<file path="src/rtl/adc_frame_packer_p.sv">
// ADC-to-PCIe frame packer: packs channel samples MSB-first into 64-bit words,
// groups words into TLPs with a 40-bit header, and drives sync/polarisation outputs.
module adc_frame_packer_p #(
  parameter int SAMPLE_W      = 12,
  parameter int NUM_CH        = 2,
  parameter int WORDS_PER_TLP = 16
) (
  input  logic                       InputClock,
  input  logic                       rst,
  input  logic [NUM_CH*SAMPLE_W-1:0] adc_in,
  input  logic [15:0]                frame_len_words,
  input  logic [15:0]                pulse_offset,
  input  logic [15:0]                pulse_width,
  input  logic                       rr_mode,
  input  logic [3:0]                 ch_sel,
  input  logic [23:0]                frames_per_switch,
  input  logic                       auto_pol,
  input  logic                       manual_pol,
  input  logic                       test_mode,
  input  logic [15:0]                tlps_per_buffer,
  input  logic                       fifo_afull,
  output logic [63:0]                tlp_data,
  output logic                       data_we,
  output logic [39:0]                tlp_header,
  output logic                       header_we,
  output logic                       sync_pulse,
  output logic                       pol_out,
  output logic [15:0]                overflow_count
);

  localparam int SPW    = 64 / SAMPLE_W;
  localparam int PACK_W = SPW * SAMPLE_W;
  localparam int ACC_W  = PACK_W - SAMPLE_W;
  localparam int PAD_W  = 64 - PACK_W;
  localparam int PT_W   = $clog2(SPW);
  localparam int CH_W   = (NUM_CH > 1) ? $clog2(NUM_CH) : 1;
  localparam int WT_W   = $clog2(WORDS_PER_TLP);

  typedef enum logic {FILL, GAP} state_t;

  state_t              state_q, state_d;
  logic [PT_W-1:0]     pt_cnt;
  logic [PT_W-1:0]     gap_cnt;
  logic [15:0]         word_cnt;
  logic [WT_W-1:0]     words_in_tlp;
  logic [15:0]         tlp_cnt;
  logic [15:0]         buf_cnt;
  logic [23:0]         frame_cnt;
  logic                pol_state;
  logic [SAMPLE_W-1:0] test_cnt;
  logic [CH_W-1:0]     rr_ch;
  logic [3:0]          ch_id_tlp;
  logic                drop_active;
  logic                drop_pending;
  logic [ACC_W-1:0]    acc;
  logic [15:0]         cfg_len, cfg_off, cfg_wid;

  logic [3:0]          fixed_ch, sel_ch;
  logic [SAMPLE_W-1:0] ch_sample, sample;
  logic [PACK_W-1:0]   acc_next;
  logic [63:0]         word_next;
  logic                word_done, gap_done, tlp_first, tlp_last, drop_now, emit;
  logic                in_window;

  assign fixed_ch = ({1'b0, ch_sel} < 5'(NUM_CH)) ? ch_sel : 4'd0;
  assign sel_ch   = rr_mode ? 4'(rr_ch) : fixed_ch;

  always_comb begin
    ch_sample = '0;
    for (int k = 0; k < NUM_CH; k++)
      if (sel_ch == 4'(k)) ch_sample = adc_in[k*SAMPLE_W +: SAMPLE_W];
  end

  assign sample    = test_mode ? test_cnt : ch_sample;
  assign acc_next  = {acc, sample};
  assign word_next = 64'(acc_next) << PAD_W;

  assign word_done = (state_q == FILL) && (pt_cnt == PT_W'(SPW - 1));
  assign gap_done  = (state_q == GAP) && (gap_cnt == PT_W'(SPW - 1));
  assign tlp_first = (words_in_tlp == '0);
  assign tlp_last  = (words_in_tlp == WT_W'(WORDS_PER_TLP - 1));
  // Backpressure is only looked at when a TLP's first word is due; the decision sticks for the TLP.
  assign drop_now  = tlp_first ? fifo_afull : drop_active;
  assign emit      = word_done && !drop_now;

  assign in_window = ({1'b0, word_cnt} >= {1'b0, cfg_off}) &&
                     ({1'b0, word_cnt} <= ({1'b0, cfg_off} + {1'b0, cfg_wid}));

  always_comb begin
    state_d = state_q;
    case (state_q)
      FILL:    if (word_done && (word_cnt == cfg_len)) state_d = GAP;
      GAP:     if (gap_done) state_d = FILL;
      default: state_d = FILL;
    endcase
  end

  always_ff @(posedge InputClock) begin
    if (rst) begin
      state_q <= FILL;
    end else begin
      state_q <= state_d;
    end
  end

  always_ff @(posedge InputClock) begin
    if (rst) begin
      pt_cnt         <= '0;
      gap_cnt        <= '0;
      word_cnt       <= '0;
      words_in_tlp   <= '0;
      tlp_cnt        <= '0;
      buf_cnt        <= '0;
      frame_cnt      <= '0;
      pol_state      <= 1'b0;
      test_cnt       <= '0;
      rr_ch          <= '0;
      ch_id_tlp      <= '0;
      drop_active    <= 1'b0;
      drop_pending   <= 1'b0;
      acc            <= '0;
      tlp_data       <= '0;
      data_we        <= 1'b0;
      tlp_header     <= '0;
      header_we      <= 1'b0;
      sync_pulse     <= 1'b0;
      pol_out        <= 1'b0;
      overflow_count <= '0;
      cfg_len        <= frame_len_words;
      cfg_off        <= pulse_offset;
      cfg_wid        <= pulse_width;
    end else begin
      test_cnt   <= test_cnt + 1'b1;
      data_we    <= 1'b0;
      header_we  <= 1'b0;
      sync_pulse <= (state_q == FILL) && in_window;
      pol_out    <= auto_pol ? pol_state : manual_pol;

      if (state_q == FILL) begin
        acc <= acc_next[ACC_W-1:0];
        if (rr_mode)
          rr_ch <= (rr_ch == CH_W'(NUM_CH - 1)) ? '0 : rr_ch + 1'b1;
        if ((pt_cnt == '0) && tlp_first)
          ch_id_tlp <= rr_mode ? 4'hF : fixed_ch;

        if (word_done) begin
          pt_cnt       <= '0;
          word_cnt     <= word_cnt + 16'd1;
          words_in_tlp <= tlp_last ? '0 : words_in_tlp + 1'b1;

          if (tlp_first) begin
            drop_active <= fifo_afull;
            if (fifo_afull) begin
              drop_pending <= 1'b1;
              if (overflow_count != 16'hFFFF)
                overflow_count <= overflow_count + 16'd1;
            end
          end

          if (emit) begin
            tlp_data <= word_next;
            data_we  <= 1'b1;
          end

          // Header counters advance even for dropped TLPs so the host sees the gap.
          if (tlp_last) begin
            if (emit) begin
              header_we    <= 1'b1;
              tlp_header   <= {buf_cnt, tlp_cnt, ch_id_tlp, pol_state, drop_pending, 2'b11};
              drop_pending <= 1'b0;
            end
            if (tlp_cnt >= tlps_per_buffer) begin
              tlp_cnt <= '0;
              buf_cnt <= buf_cnt + 16'd1;
            end else begin
              tlp_cnt <= tlp_cnt + 16'd1;
            end
          end
        end else begin
          pt_cnt <= pt_cnt + 1'b1;
        end
      end else begin
        if (gap_done) begin
          gap_cnt  <= '0;
          word_cnt <= '0;
          cfg_len  <= frame_len_words;
          cfg_off  <= pulse_offset;
          cfg_wid  <= pulse_width;
          if (frame_cnt >= frames_per_switch) begin
            frame_cnt <= '0;
            pol_state <= ~pol_state;
          end else begin
            frame_cnt <= frame_cnt + 24'd1;
          end
        end else begin
          gap_cnt <= gap_cnt + 1'b1;
        end
      end
    end
  end

endmodule

</file>
<file path="config.mk">
export PLATFORM = sky130hd
export DESIGN_NAME = adc_frame_packer_p
export DESIGN_NICKNAME = d
export VERILOG_FILES = /design/src/rtl/adc_frame_packer_p.sv
export SDC_FILE = /design/constraint.sdc
export NUM_CORES = 1
export LEC_CHECK = 0
export ABC_AREA = 1
export CORE_UTILIZATION = 54
export DETAILED_ROUTE_END_ITERATION = 10
export PLACE_DENSITY_LB_ADDON = 0.05
export SKIP_CTS_REPAIR_TIMING = 1
export SKIP_LAST_GASP = 1
export SYNTH_ARGS = -nofsm -noshare
export SYNTH_HDL_FRONTEND = slang
export SYNTH_SLANG_ARGS = --single-unit
</file>
<file path="constraint.sdc">
create_clock -name InputClock -period 3.14 [get_ports InputClock]
set_input_delay 0.628 -clock InputClock [delete_from_list [all_inputs] [get_ports InputClock]]
set_output_delay 0.628 -clock InputClock [all_outputs]
set_load 0.02 [all_outputs]
</file>
## Word level (Yosys, flattened, before mapping)

Cells that the tools add are included.

| word-level totals | value |
|---|---|
| bits in registers | 319 |
| output and inout bits | 124 |

| cells by class | value |
|---|---|
| add/sub/neg operators | 11 |
| $lt $le $gt $ge | 5 |
| eq/ne operators | 7 |
| multiplexer cells | 34 |
| bitwise logic cells | 4 |
| reductions and logical operators | 28 |

Operator list:

| cell | count |
|---|---|
| 2-to-1 mux 16 bit | 13 |
| adder 16 x 1 -> 16 bit (second input constant) | 4 |
| 2-to-1 mux 12 bit | 3 |
| greater-or-equal comparator 16 bit | 2 |
| adder 24 x 1 -> 24 bit (second input constant) | 1 |
| greater-or-equal comparator 24 bit | 1 |
| 2-to-1 mux 24 bit | 1 |
| adder 16 x 16 -> 17 bit | 1 |
| <= comparator 16 x 17 -> 1 bit | 1 |
| equality test 16 bit | 1 |
| 2-to-1 mux 4 bit | 4 |
| inequality test 16 bit (second input constant) | 1 |
| adder 12 x 1 -> 12 bit (second input constant) | 1 |
| AND reduction 2 bit | 6 |
| 2-to-1 mux 1 bit | 10 |
| AND reduction 3 bit | 3 |
| logical NOT 4 bit | 2 |
| AND reduction 4 bit | 2 |
| logical AND 1 bit | 7 |
| adder 3 x 1 -> 3 bit (second input constant) | 2 |
| equality test 3 bit (second input constant) | 2 |
| 2-to-1 mux 3 bit | 2 |
| nonzero test 2 bit | 3 |
| AND reduction 5 bit | 1 |
| other kinds (12) | 15 |

## Logic depth before layout (Yosys ltp)

| depth | value |
|---|---|
| depth after elaboration | 7 |
| mapped depth | 19 |

## Least setup slack after synthesis

Ideal clock, no wire load.

| path | value |
|---|---|
| kind | input-to-reg |
| from | in rst |
| to | reg word_cnt[11] |
| library setup time | 0.070 ns |
| arrival | 2.621 ns |
| data required time | 3.070 ns |
| slack | 0.449 ns |
| stages on the path | 6 |
| buffers on the path | 1 |
| path through | inv_1 -> clkbuf_1 -> nand2_1 -> inv_1 -> o21ai_0 -> a21oi_1 |

RTL lines:

| item | line | RTL |
|---|---|---|
| start: declaration | 9 | `input logic rst,` |
| end signal: assignment | 148 | `word_cnt <= word_cnt + 16'd1;` |
| end: declaration | 44 | `logic [15:0] word_cnt;` |

## Worst setup path after layout

| path | value |
|---|---|
| from | reg cfg_off[0] |
| to | reg sync_pulse |

| on the way | value |
|---|---|
| longest elaborated chain between the ends | 4 |
| elaborated cells between the ends (all ways) | 5 |
| classes of those cells | 1 x add/sub; 2 x order compare; 2 x reduce/logical |

RTL lines:

| item | line | RTL |
|---|---|---|
| start: declaration | 56 | `logic [15:0] cfg_len, cfg_off, cfg_wid;` |
| start signal: assignment | 130 | `cfg_off <= pulse_offset;` |
| start signal: assignment | 187 | `cfg_off <= pulse_offset;` |
| adder 16 x 16 -> 17 bit | 87 | `({1'b0, word_cnt} <= ({1'b0, cfg_off} + {1'b0, cfg_wid}));` |
| <= comparator 16 x 17 -> 1 bit | 87 |  |
| logical AND 1 bit * | 86 | `assign in_window = ({1'b0, word_cnt} >= {1'b0, cfg_off}) &&` |
| logical AND 1 bit * | 136 | `sync_pulse <= (state_q == FILL) && in_window;` |
| end signal: assignment | 136 |  |
| end: declaration | 26 | `output logic sync_pulse,` |

Mark *: on every way between the ends. The rest lies on a longest branch, timed or not.
A chain may end at the register's enable or synchronous reset.

==> key figures <==
Floorplanning
  • Initial Util: 0.5541
  • Placement Rows: 60
  • DIE HEIGHT: ~170 um
  • I/O Pins: between 200 and 250
  • Placeable Area: ~27000 sq um
  • Full die area: about 28000 sq um
  • Die W: approximately 170 um

Logic synthesis
  • Synth area leader: dfxtp_1
  • Distinct cell type count after synthesis: 47
  • Most common flop cell mapped by yosys: dfxtp_1
  • Number of synthesized flops with an enable pin: 48
  • Main area contributors after synthesis: dfxtp_1 (36%), edfxtp_1 (9.6%), ha_1 (8.3%)
  • Async SR Flop Fraction: 0
  • Mean Syn Cell Area: roughly 8 sq um
  • Yosys top cell area share: 0.3599
  • Mapped Cells: ~1900
  • Register area share after synthesis: 0.4559
  • #FFs+latches synth: 318
  • Synth warn: 0
  • Synthesized area: ~15000 sq um

Layout
  • Final core utilization: 0.6991
  • Area Growth Syn to Fin: 26.16%
  • Final Non-Filler Cells: around 2500
  • Share of layout cells above drive strength 1: 0.04902
  • N_diodes: 0
  • Filler Cells Inserted: around 2300
  • Fin nets: 2341

Critical path
  • R2r endpoint: sync_pulse$_SDFF_PP0_
  • Startpoint class of the critical path: flip-flop
  • Worst path depth: 16
  • Flop2flop setup slack: between 0.2 and 0.25 ns
  • Crit path DAT: 3.34 ns
  • Setup crit end: sync_pulse$_SDFF_PP0_
  • CP top delay family: adder cells
  • Critical path type: flip-flop to flip-flop
  • Setup crit end kind: flip-flop
  • CP max FO: 3
  • R2R depth: 16
  • Worst path most repeated cell: nand2_1
  • Origin of the critical flop-to-flop path: cfg_off[0]$_DFFE_PP_
  • Crit. Startpoint: cfg_off[0]$_DFFE_PP_
  • Critical path cell sequence: ha_1 > fa_1 > nand3_1 > nand2_1 > a21oi_2 > o21bai_1 > nand2_1 > nand2_1 > xor2_1 > ha_1 > nand2_1 > nor2_1 > nand4_1 > nand3b_1 > a21oi_1 > a21oi_1
  • Slowest CP cell: edfxtp_1
  • Crit path buffers/inverters: 0
  • CP peak stage delay: around 0.41 ns
  • Worst EP required: approximately 3.6 ns

GRT
  • Tot GR Track Use: 0.2536
  • First-pass GRT wire length: 59310 um
  • Antenna violations before repair: 0
  • Remaining global-route overflow: 0
  • Vias in the first global route: 12544
  • Largest net degree at the start of global routing: 66

Routing
  • DRT Pass-1 Iters: 5
  • Drt drc: 0
  • Vias per cell: around 5.2
  • Final wirelength: 36320 um
  • Routed wire per std cell: about 14 um
  • Routed vias: 13144
  • Routed Antenna Nets: 0
  • Initial DRC Count: roughly 740

Clock network
  • CTS Buf Count: 34
  • Root Buffer: clkbuf_16
  • CTS Buffer Depth: 3
  • Clk Latency, worst-skew pair: between 0.5 and 0.6 ns
  • Worst-path clk slew: about 0.060 ns
  • TritonCTS clock tree: built
  • Sinks on Clock Net: around 320
  • Htree depth: 2

STA
  • Tcrit/Tclk final: 0.9253
  • Slew @ Worst Pin: between 0.8 and 0.9 ns
  • Clk_skew: about 0.012 ns
  • Setup-failing EPs final: 0
  • Setup TNS: 0 ns
  • Max-slew violations: 0
  • Min Tclk post-route: around 2.9 ns
  • RSZ-0062 raised after global routing: no
  • Peak Freq: between 300 and 400 MHz
  • Slew headroom: 0.4091
  • Endpoints failing hold: 0

Placed design
  • Final Wtd Congestion: approximately 0.88
  • Dpl cells: ~2500
  • Port Buffers: 242
  • DP HPWL: between 20000 and 30000 um

Power and ir drop
  • PD cells: 486.2 nW/um^2
  • Max rail drop VDD: between 300 and 400 uV
  • Leak Pwr: 7.887 nW

Worst hold path
  • Min-delay worst type: flip-flop to flip-flop

Run status
  • Status: completed

Job
  • MaxCap Viol Count: 0
## worst register-to-register path, stage by stage (launching register included)
cell      delay [ns]
edfxtp_1        0.41
ha_1            0.26
fa_1            0.41
nand3_1         0.09
nand2_1         0.11
a21oi_2         0.24
o21bai_1        0.15
nand2_1         0.08
nand2_1         0.06
xor2_1          0.16
ha_1            0.30
nand2_1         0.07
nor2_1          0.10
nand4_1         0.10
nand3b_1        0.09
a21oi_1         0.04
a21oi_1         0.17
## synth_stat cells, types with 4 or more instances
| master | instances |
|---|---|
| dfxtp_1 | 270 |
| o21bai_1 | 4 |
| a31oi_1 | 17 |
| nor3_1 | 44 |
| nor3b_1 | 7 |
| ha_1 | 100 |
| inv_1 | 265 |
| buf_1 | 4 |
| nor2_1 | 202 |
| a21oi_1 | 160 |
| nand4_1 | 39 |
| nor4_1 | 5 |
| buf_4 | 5 |
| buf_2 | 17 |
| nor2_4 | 4 |
| xor2_1 | 34 |
| nand2_1 | 269 |
| inv_2 | 9 |
| a21o_1 | 4 |
| o211ai_1 | 25 |
| xnor2_1 | 14 |
| clkbuf_1 | 36 |
| o21ai_0 | 168 |
| o21a_1 | 7 |
| nand2_2 | 4 |
| edfxtp_1 | 48 |
| nand3_1 | 68 |
| o22ai_1 | 27 |
## worst min path at each step
| stage | from | endpoint | slack [ns] | cells after the start |
|---|---|---|---|---|
| 2_1_floorplan | acc[36]$_SDFFE_PP0N_ | acc[36]$_SDFFE_PP0N_ | 0.42 | 2 |
| 3_3_place_gp | acc[47]$_SDFFE_PP0N_ | acc[47]$_SDFFE_PP0N_ | 0.43 | 2 |
| 3_5_place_dp | acc[47]$_SDFFE_PP0N_ | acc[47]$_SDFFE_PP0N_ | 0.44 | 2 |
| 4_1_cts | acc[47]$_SDFFE_PP0N_ | acc[47]$_SDFFE_PP0N_ | 0.46 | 2 |
| 5_1_grt | acc[47]$_SDFFE_PP0N_ | acc[47]$_SDFFE_PP0N_ | 0.48 | 2 |
| 6_report | acc[41]$_SDFFE_PP0N_ | acc[41]$_SDFFE_PP0N_ | 0.45 | 2 |
## sequential cells by signal (all words and copies together), names as in the netlist, 24 cells and up
name,count
tlp_data,60
acc,48
tlp_header,39
frame_cnt,24
## routing by layer
metal / vias up / share of wire / track usage
met5: - / 0 / 0
met3: 50 / 0.060 / 0.05284
met4: 0 / 0.018 / 0.06838
met2: 314 / 0.48 / 0.4439
met1: 6055 / 0.44 / 0.3154
li1: 6725 / - / -
## cell type report
| cell class | count | area, sq um | area share |
|---|---|---|---|
| inverter | 274 | 1031 | 0.05442 |
| tap | 372 | 465.4 | 0.02457 |
| clock inverter | 12 | 183.9 | 0.009708 |
| multi-input combinational | 1230 | 6870 | 0.3626 |
| timing repair buffer | 259 | 2570 | 0.1356 |
| sequential | 318 | 6847 | 0.3614 |
| clock buffer | 49 | 978.4 | 0.05164 |
## power by group
group	internal [mW]	switching, mW
Sequential	4.24	0.0537
Clock	2.51	1.64
Combinational	0.355	0.410
Total	7.10	2.11
## per-stage QoR
stage               hold slack (ns)  power, mW  area, sq um  setup slack (ns)
finish                       0.4530      9.211        18950            0.2344
global route                 0.4768      9.538        18950          0.007954
CTS                          0.4560      9.275        18940            0.1293
detailed placement           0.4396      5.138        17780            0.1357
global placement             0.4333      5.117        17780            0.3114
floorplan                    0.4231      4.809        15030            0.4493
## placed cells by master (no fill, tap or decap), types with 7 or more instances in the layout
cell / netlist / routed
nor3_1: 44 / 44
clkdlybuf4s50_1: 0 / 241
a31oi_1: 17 / 17
a21oi_1: 160 / 159
xor2_1: 34 / 34
o211ai_1: 25 / 25
nor3b_1: 7 / 7
o21ai_0: 168 / 168
nand2_1: 269 / 268
buf_4: 5 / 15
nand3_1: 68 / 68
nor2_1: 202 / 202
edfxtp_1: 48 / 48
clkbuf_1: 36 / 9
inv_2: 9 / 9
clkbuf_16: 0 / 35
o22ai_1: 27 / 27
dfxtp_1: 270 / 270
inv_1: 265 / 264
o21a_1: 7 / 7
xnor2_1: 14 / 14
ha_1: 100 / 100
nand4_1: 39 / 39
## cell families (layout without fill, tap and decap cells)
group                    Yosys count  in the layout  share of synthesized area
flip-flops                       318            318                     0.4559
AND/OR/NAND/NOR                  661            661                     0.1936
buffers and inverters            338            594                    0.08773
AO/OA/AOI/OAI                    416            416                     0.1498
XOR/XNOR                          48             48                    0.02800
other                              1              4                  0.0002497
adder cells (fa/ha/maj)          101            101                    0.08465
Note: power is estimated with default switching activity, not from simulation.
